==> src/rtl/spi_cpu_bridge_if.sv <==
// Link between the CPU bridge and the SPI master: launch handshake plus receive report.
// master = bridge side, slave = SPI master side.
`ifndef W_CPU
`define W_CPU 32
`endif

interface spi_cpu_bridge_if #(
  parameter int W_Data = `W_CPU
) ();
  logic [W_Data-1:0] spi_data_to_transmit;
  logic              spi_data_transmit_valid;
  logic              spi_transmit_ready;
  logic [W_Data-1:0] spi_data_in;
  logic              spi_data_in_valid;

  modport master (
    output spi_data_to_transmit,
    output spi_data_transmit_valid,
    input  spi_transmit_ready,
    input  spi_data_in,
    input  spi_data_in_valid
  );

  modport slave (
    input  spi_data_to_transmit,
    input  spi_data_transmit_valid,
    output spi_transmit_ready,
    output spi_data_in,
    output spi_data_in_valid
  );
endinterface

==> src/rtl/spi_cpu_bridge.sv <==
// CPU front end for the SPI master: TX FIFO with one-at-a-time launch, RX holding register.
// Define SPI_BRIDGE_IRQ_EN to add irq_mask input and registered irq output.
//
// state       | meaning
// ------------+------------------------------------------------------------
// IDLE        | waiting for a queued word and master ready; launches on both
// WAIT_ACCEPT | launch pulse issued, waiting for master to drop ready
// WAIT_DONE   | master busy shifting, waiting for ready to return
`ifndef W_CPU
`define W_CPU 32
`endif

module spi_cpu_bridge #(
  parameter int W_Data     = `W_CPU,
  parameter int DEPTH_LOG2 = 2
) (
  input  logic                  clk,
  input  logic                  rst,
  input  logic                  wr_en,
  input  logic [W_Data-1:0]     wr_data,
  input  logic                  rd_en,
  input  logic                  clr_status,
  output logic [W_Data-1:0]     rd_data,
  output logic                  rx_valid,
  output logic                  rx_overrun,
  output logic                  tx_drop,
  output logic                  tx_full,
  output logic [DEPTH_LOG2:0]   tx_count,
  output logic                  busy,
`ifdef SPI_BRIDGE_IRQ_EN
  input  logic [2:0]            irq_mask,
  output logic                  irq,
`endif
  spi_cpu_bridge_if.master      spi
);

  localparam int DEPTH = 1 << DEPTH_LOG2;
  localparam logic [DEPTH_LOG2:0] FULL_CNT = {1'b1, {DEPTH_LOG2{1'b0}}};

  typedef enum logic [1:0] {
    IDLE        = 2'd0,
    WAIT_ACCEPT = 2'd1,
    WAIT_DONE   = 2'd2
  } state_t;

  state_t                 state, state_nxt;
  logic [W_Data-1:0]      mem [DEPTH];
  logic [DEPTH_LOG2-1:0]  wr_ptr, rd_ptr;
  logic [DEPTH_LOG2:0]    count;
  logic                   fifo_empty;
  logic                   launch;
  logic                   push;
  logic                   din_valid_q;
  logic                   rx_edge;

  assign fifo_empty = (count == '0);
  assign tx_full    = (count == FULL_CNT);
  assign tx_count   = count;
  assign busy       = (state != IDLE) || !fifo_empty;
  // A pop in the same cycle frees the slot, so a push into a full FIFO is still taken.
  assign push       = wr_en && (!tx_full || launch);
  assign rx_edge    = spi.spi_data_in_valid && !din_valid_q;

  always_comb begin
    state_nxt = state;
    launch    = 1'b0;
    case (state)
      IDLE: begin
        if (!fifo_empty && spi.spi_transmit_ready) begin
          launch    = 1'b1;
          state_nxt = WAIT_ACCEPT;
        end
      end
      WAIT_ACCEPT: if (!spi.spi_transmit_ready) state_nxt = WAIT_DONE;
      WAIT_DONE:   if (spi.spi_transmit_ready)  state_nxt = IDLE;
      default:     state_nxt = IDLE;
    endcase
  end

  always_ff @(posedge clk or negedge rst) begin
    if (!rst) state <= IDLE;
    else      state <= state_nxt;
  end

  always_ff @(posedge clk) begin
    if (push) mem[wr_ptr] <= wr_data;
  end

  always_ff @(posedge clk or negedge rst) begin
    if (!rst) begin
      wr_ptr <= '0;
      rd_ptr <= '0;
      count  <= '0;
    end else begin
      if (push)   wr_ptr <= wr_ptr + 1'b1;
      if (launch) rd_ptr <= rd_ptr + 1'b1;
      case ({push, launch})
        2'b10:   count <= count + 1'b1;
        2'b01:   count <= count - 1'b1;
        default: count <= count;
      endcase
    end
  end

  always_ff @(posedge clk or negedge rst) begin
    if (!rst) begin
      spi.spi_data_to_transmit    <= '0;
      spi.spi_data_transmit_valid <= 1'b0;
    end else begin
      if (launch) spi.spi_data_to_transmit <= mem[rd_ptr];
      spi.spi_data_transmit_valid <= launch;
    end
  end

  always_ff @(posedge clk or negedge rst) begin
    if (!rst) begin
      din_valid_q <= 1'b0;
      rd_data     <= '0;
      rx_valid    <= 1'b0;
    end else begin
      din_valid_q <= spi.spi_data_in_valid;
      if (rx_edge) begin
        rd_data  <= spi.spi_data_in;
        rx_valid <= 1'b1;
      end else if (rd_en) begin
        rx_valid <= 1'b0;
      end
    end
  end

  // Sticky flags: a set event outranks a simultaneous clear.
  always_ff @(posedge clk or negedge rst) begin
    if (!rst) begin
      rx_overrun <= 1'b0;
      tx_drop    <= 1'b0;
    end else begin
      if (rx_edge && rx_valid && !rd_en) rx_overrun <= 1'b1;
      else if (clr_status)               rx_overrun <= 1'b0;
      if (wr_en && tx_full && !launch)   tx_drop <= 1'b1;
      else if (clr_status)               tx_drop <= 1'b0;
    end
  end

`ifdef SPI_BRIDGE_IRQ_EN
  always_ff @(posedge clk or negedge rst) begin
    if (!rst) irq <= 1'b0;
    else      irq <= (rx_valid & irq_mask[0]) |
                     ((rx_overrun | tx_drop) & irq_mask[1]) |
                     (!busy & irq_mask[2]);
  end
`endif

endmodule

==> src/flat_wrapper.sv <==
// flat-port wrapper written by rule: the top's interface ports become plain ports
module spi_cpu_bridge_flat 
#(
  parameter int W_Data     = `W_CPU,
  parameter int DEPTH_LOG2 = 2
)
  (clk, rst, wr_en, wr_data, rd_en, clr_status, rd_data, rx_valid, rx_overrun, tx_drop, tx_full, tx_count, busy, spi_spi_data_to_transmit, spi_spi_data_transmit_valid, spi_spi_transmit_ready, spi_spi_data_in, spi_spi_data_in_valid);
  spi_cpu_bridge_if #(.W_Data(W_Data)) spi_i ();
  input  logic clk;
  input  logic rst;
  input  logic wr_en;
  input  logic [W_Data-1:0] wr_data;
  input  logic rd_en;
  input  logic clr_status;
  output logic [W_Data-1:0] rd_data;
  output logic rx_valid;
  output logic rx_overrun;
  output logic tx_drop;
  output logic tx_full;
  output logic [DEPTH_LOG2:0] tx_count;
  output logic busy;
  output wire logic [$bits(spi_i.spi_data_to_transmit)-1:0] spi_spi_data_to_transmit;
  output wire logic [$bits(spi_i.spi_data_transmit_valid)-1:0] spi_spi_data_transmit_valid;
  input wire logic [$bits(spi_i.spi_transmit_ready)-1:0] spi_spi_transmit_ready;
  input wire logic [$bits(spi_i.spi_data_in)-1:0] spi_spi_data_in;
  input wire logic [$bits(spi_i.spi_data_in_valid)-1:0] spi_spi_data_in_valid;
  assign spi_spi_data_to_transmit = spi_i.spi_data_to_transmit;
  assign spi_spi_data_transmit_valid = spi_i.spi_data_transmit_valid;
  assign spi_i.spi_transmit_ready = spi_spi_transmit_ready;
  assign spi_i.spi_data_in = spi_spi_data_in;
  assign spi_i.spi_data_in_valid = spi_spi_data_in_valid;
  spi_cpu_bridge #(.W_Data(W_Data), .DEPTH_LOG2(DEPTH_LOG2)) u_core (.clk(clk), .rst(rst), .wr_en(wr_en), .wr_data(wr_data), .rd_en(rd_en), .clr_status(clr_status), .rd_data(rd_data), .rx_valid(rx_valid), .rx_overrun(rx_overrun), .tx_drop(tx_drop), .tx_full(tx_full), .tx_count(tx_count), .busy(busy), .spi(spi_i));
endmodule
==> config.mk <==
export PLATFORM = sky130hd
export DESIGN_NAME = spi_cpu_bridge_flat
export DESIGN_NICKNAME = d
export VERILOG_FILES = /design/src/rtl/spi_cpu_bridge_if.sv /design/src/rtl/spi_cpu_bridge.sv /design/src/flat_wrapper.sv
export SDC_FILE = /design/constraint.sdc
export NUM_CORES = 1
export LEC_CHECK = 0
export CORE_MARGIN = 10
export CORE_UTILIZATION = 42
export CTS_CLUSTER_SIZE = 8
export DETAILED_ROUTE_END_ITERATION = 8
export PLACE_DENSITY_LB_ADDON = 0.15
export SYNTH_ARGS = -nofsm -noshare
export SYNTH_HDL_FRONTEND = slang
export SYNTH_SLANG_ARGS = --single-unit
export TNS_END_PERCENT = 50
==> constraint.sdc <==
create_clock -name clk -period 2.67 [get_ports clk]
set_input_delay 0.267 -clock clk [delete_from_list [all_inputs] [get_ports clk]]
set_output_delay 0.267 -clock clk [all_outputs]
set_load 0.01 [all_outputs]
==> results.cfg <==
[outcome]
outcome = completed

[synth]
syn_area_per_cell_um2 = 17.9
ys_ff_latch = 206
synth.distinct_cells = 42
synth_nets = 520
seq_area_frac_synth_pct = 73.1
yosys-top-cells-area = edfxtp_1, dfrtp_1, mux4_2
ys.flop_type = edfxtp_1
yosysTopAreaCell = edfxtp_1
synthCells = 444
netlist.area_leader.share_pct = 48.5
yosysWarnings = 0
synth_edf_count = 128
synth_area_um2 = 7930
async_flop_share_pct = 37.9

[critical_path]
critPathMaxStageDelay_ps = 490
worst_ep_arrival_time_ps = 2230
cp_cell_sequence = or3_4 -> or3_1 -> clkdlybuf4s50_1
setup.worst_path.class = reg2out
worst_setup_path_start_kind = flip-flop
critical_path.max_fanout = 10
required_ps = 2400
worst_setup_path_end_kind = primary output
slowest_stage = clkdlybuf4s50_1

[cts]
clockBufferDepth = 3
post_cts_buffers = 0
numCtsBuffers = 29
cts_tree = done
clockRootBuffer = clkbuf_16
clock_sinks = 206
clkLatencyLatePin_ps = 520
cts.clk_slew.worst_paths_ps = 50
cts_max_level = 1

[power]
power.total_w = 0.0115
ir_drop_mv = 0.524
powerDensity_nw_per_um2 = 1080
power_leakage_nw = 4.07

[floorplanning]
die_w_um = 157
die_h_um = 157
die-area_um2 = 24800
ioPinCount = 144
row_count = 50
core_um2 = 18600
initial_core_util_pct = 42.5

[final_layout]
final_cell_mix = clkdlybuf4s50_1, edfxtp_1, nand2_1, dfrtp_1, mux4_2
antenna_cells = 0
drive_gt1_share_pct = 20.7
syn_to_final_growth_pct = 33.6
fill_cells = 1470
fin_area_um2 = 10600
seqCellArea_um2 = 5800
multiInputGateArea_um2 = 1960
mostFrequentLayoutCell = clkdlybuf4s50_1
final_nets = 694

[global_route]
grtUsageTotal_pct = 13.8
grt_pass1_vias = 4776
grt_pass1_wl_um = 27000
grt_max_degree = 46
gr-total-overflow = 0
antenna_found_initial = 0

[sta]
post-route-period-util_pct = 93.5
fmax_ghz = 0.401
tightest_slew_ps = 660
relSlewSlack_pct = 56.0
slew_viol_final = 0
setup_tns_ps = 0
post-route-min-period_ps = 2500
clock_skew_ps = 8.96
finalHoldViolations = 0
rsz0062_at_grt = false
final-setup-viol-count = 0
setup_ws_ps = 173

[routing]
post-route-drc-count = 0
via_per_inst = 4.99
dr_total_vias = 4355
drt_iter0_drc = 156
wl_per_cell_um = 19.5
ant_nets = 0
drt-total-wl_um = 17000
dr.pass1.iters = 4

[place]
place_hpwl_um = 11500
gp_congestion = 0.792
dp_slack_ps = 114
portBuffers = 143
placed_cell_area_um2 = 9750

[worst_hold_path]
hold_class = in2reg

[flow_run]
maxCapViolCount = 0
[per-stage QoR]
step                      hold slack (ps)  cells  util (%)
after global placement                341    820      52.3
after detailed placement              350    820      52.3
final                                 255    873      56.8
after floorplan                     -28.6    444         -
after global routing                  254    873      56.8
after CTS                             232    873      56.8
[synthesized netlist by cell type (2+ instances only)]
library cell,n
and2_1,4
buf_12,3
buf_2,4
buf_6,2
clkbuf_1,12
dfrtp_1,78
edfxtp_1,128
ha_1,4
inv_1,6
mux2_2,5
mux2_4,28
mux4_2,32
nand2_1,97
nand2b_1,4
nand3_1,2
nor2_1,3
nor3b_1,2
o22ai_1,2
xnor2_1,4
xor2_1,2
[cell families after synthesis]
kind of cell / after synthesis / share of synthesized area (%)
adder cells (fa/ha/maj): 5 / 0.884
flip-flops: 206 / 73.1
multiplexers: 65 / 15.1
XOR/XNOR: 6 / 0.663
buffers and inverters: 28 / 2.21
AND/OR/NAND/NOR: 123 / 6.90
AO/OA/AOI/OAI: 11 / 1.12
[registers in the layout (all words and copies together) (netlist names)]
register and count:
u_core.wr_ptr 2, u_core.tx_drop 1, u_core.rx_overrun 1, u_core.rd_ptr 2
u_core.tx_count 3, u_core.rd_data 32, u_core.state 2, u_core.spi.spi_data_transmit_valid 1
u_core.din_valid_q 1, u_core.spi.spi_data_to_transmit 32, u_core.rx_valid 1, u_core.mem 128
[worst max-delay path: cells and delay by family, from the launching register on]
| kind | cells | cell delay (ps) |
|---|---|---|
| AND/OR/NAND/NOR | 2 | 750 |
| flip-flops | 1 | 470 |
| buffers and inverters | 1 | 490 |
[power by group]
group          switching, W  internal, W  leakage, nW  total, W
sequential         0.000458      0.00423         2.12   0.00469
combinational       0.00141      0.00209         1.56   0.00350
clock               0.00124      0.00204        0.394   0.00328
total               0.00312      0.00836         4.07    0.0115
[area by class of cell]
class                           count  area share [%]
Clock inverter                      1          0.0827
Tap cell                          234            2.77
Sequential cell                   206            54.8
Clock buffer                       51            7.73
Inverter                            6           0.213
Timing Repair Buffer              165            15.9
Multi-Input combinational cell    210            18.5
[repair_timing]
item	4_1_cts	5_1_grt
gates resized for setup	0	0
hold endpoints to repair	44	0
endpoints found under the setup margin	0	0
hold buffers	1	0
[final timing paths]
| path | from | endpoint | slack [ps] | depth (start not counted) |
|---|---|---|---|---|
| setup / recovery | u_core.tx_count[1] | busy | 170 | 3 |
| hold / removal | spi_spi_data_in_valid | u_core.din_valid_q | 260 | 1 |
| setup reg to reg | u_core.state[0] | u_core.tx_count[2] | 360 | 6 |
| hold reg to reg | u_core.rd_data[19] | u_core.rd_data[19] | 470 | 2 |
| max in group asynchronous | rst | u_core.rd_data[28] | 1710 | 3 |
| min in group asynchronous | rst | u_core.rd_data[18] | 340 | 2 |
[routing by layer]
metal | GRT usage [%] | part of all wire (%) | wire length [µm] | vias to the layer above
met4 | 4.10 | 1.9 | 319 | 0
li1 | - | - | - | 1988
met5 | 0 | 0 | 0 | -
met1 | 17.4 | 43 | 7260 | 2179
met3 | 3.98 | 8.1 | 1370 | 31
met2 | 22.6 | 47 | 8080 | 157
No activity file was read; power rests on OpenSTA's default activity.
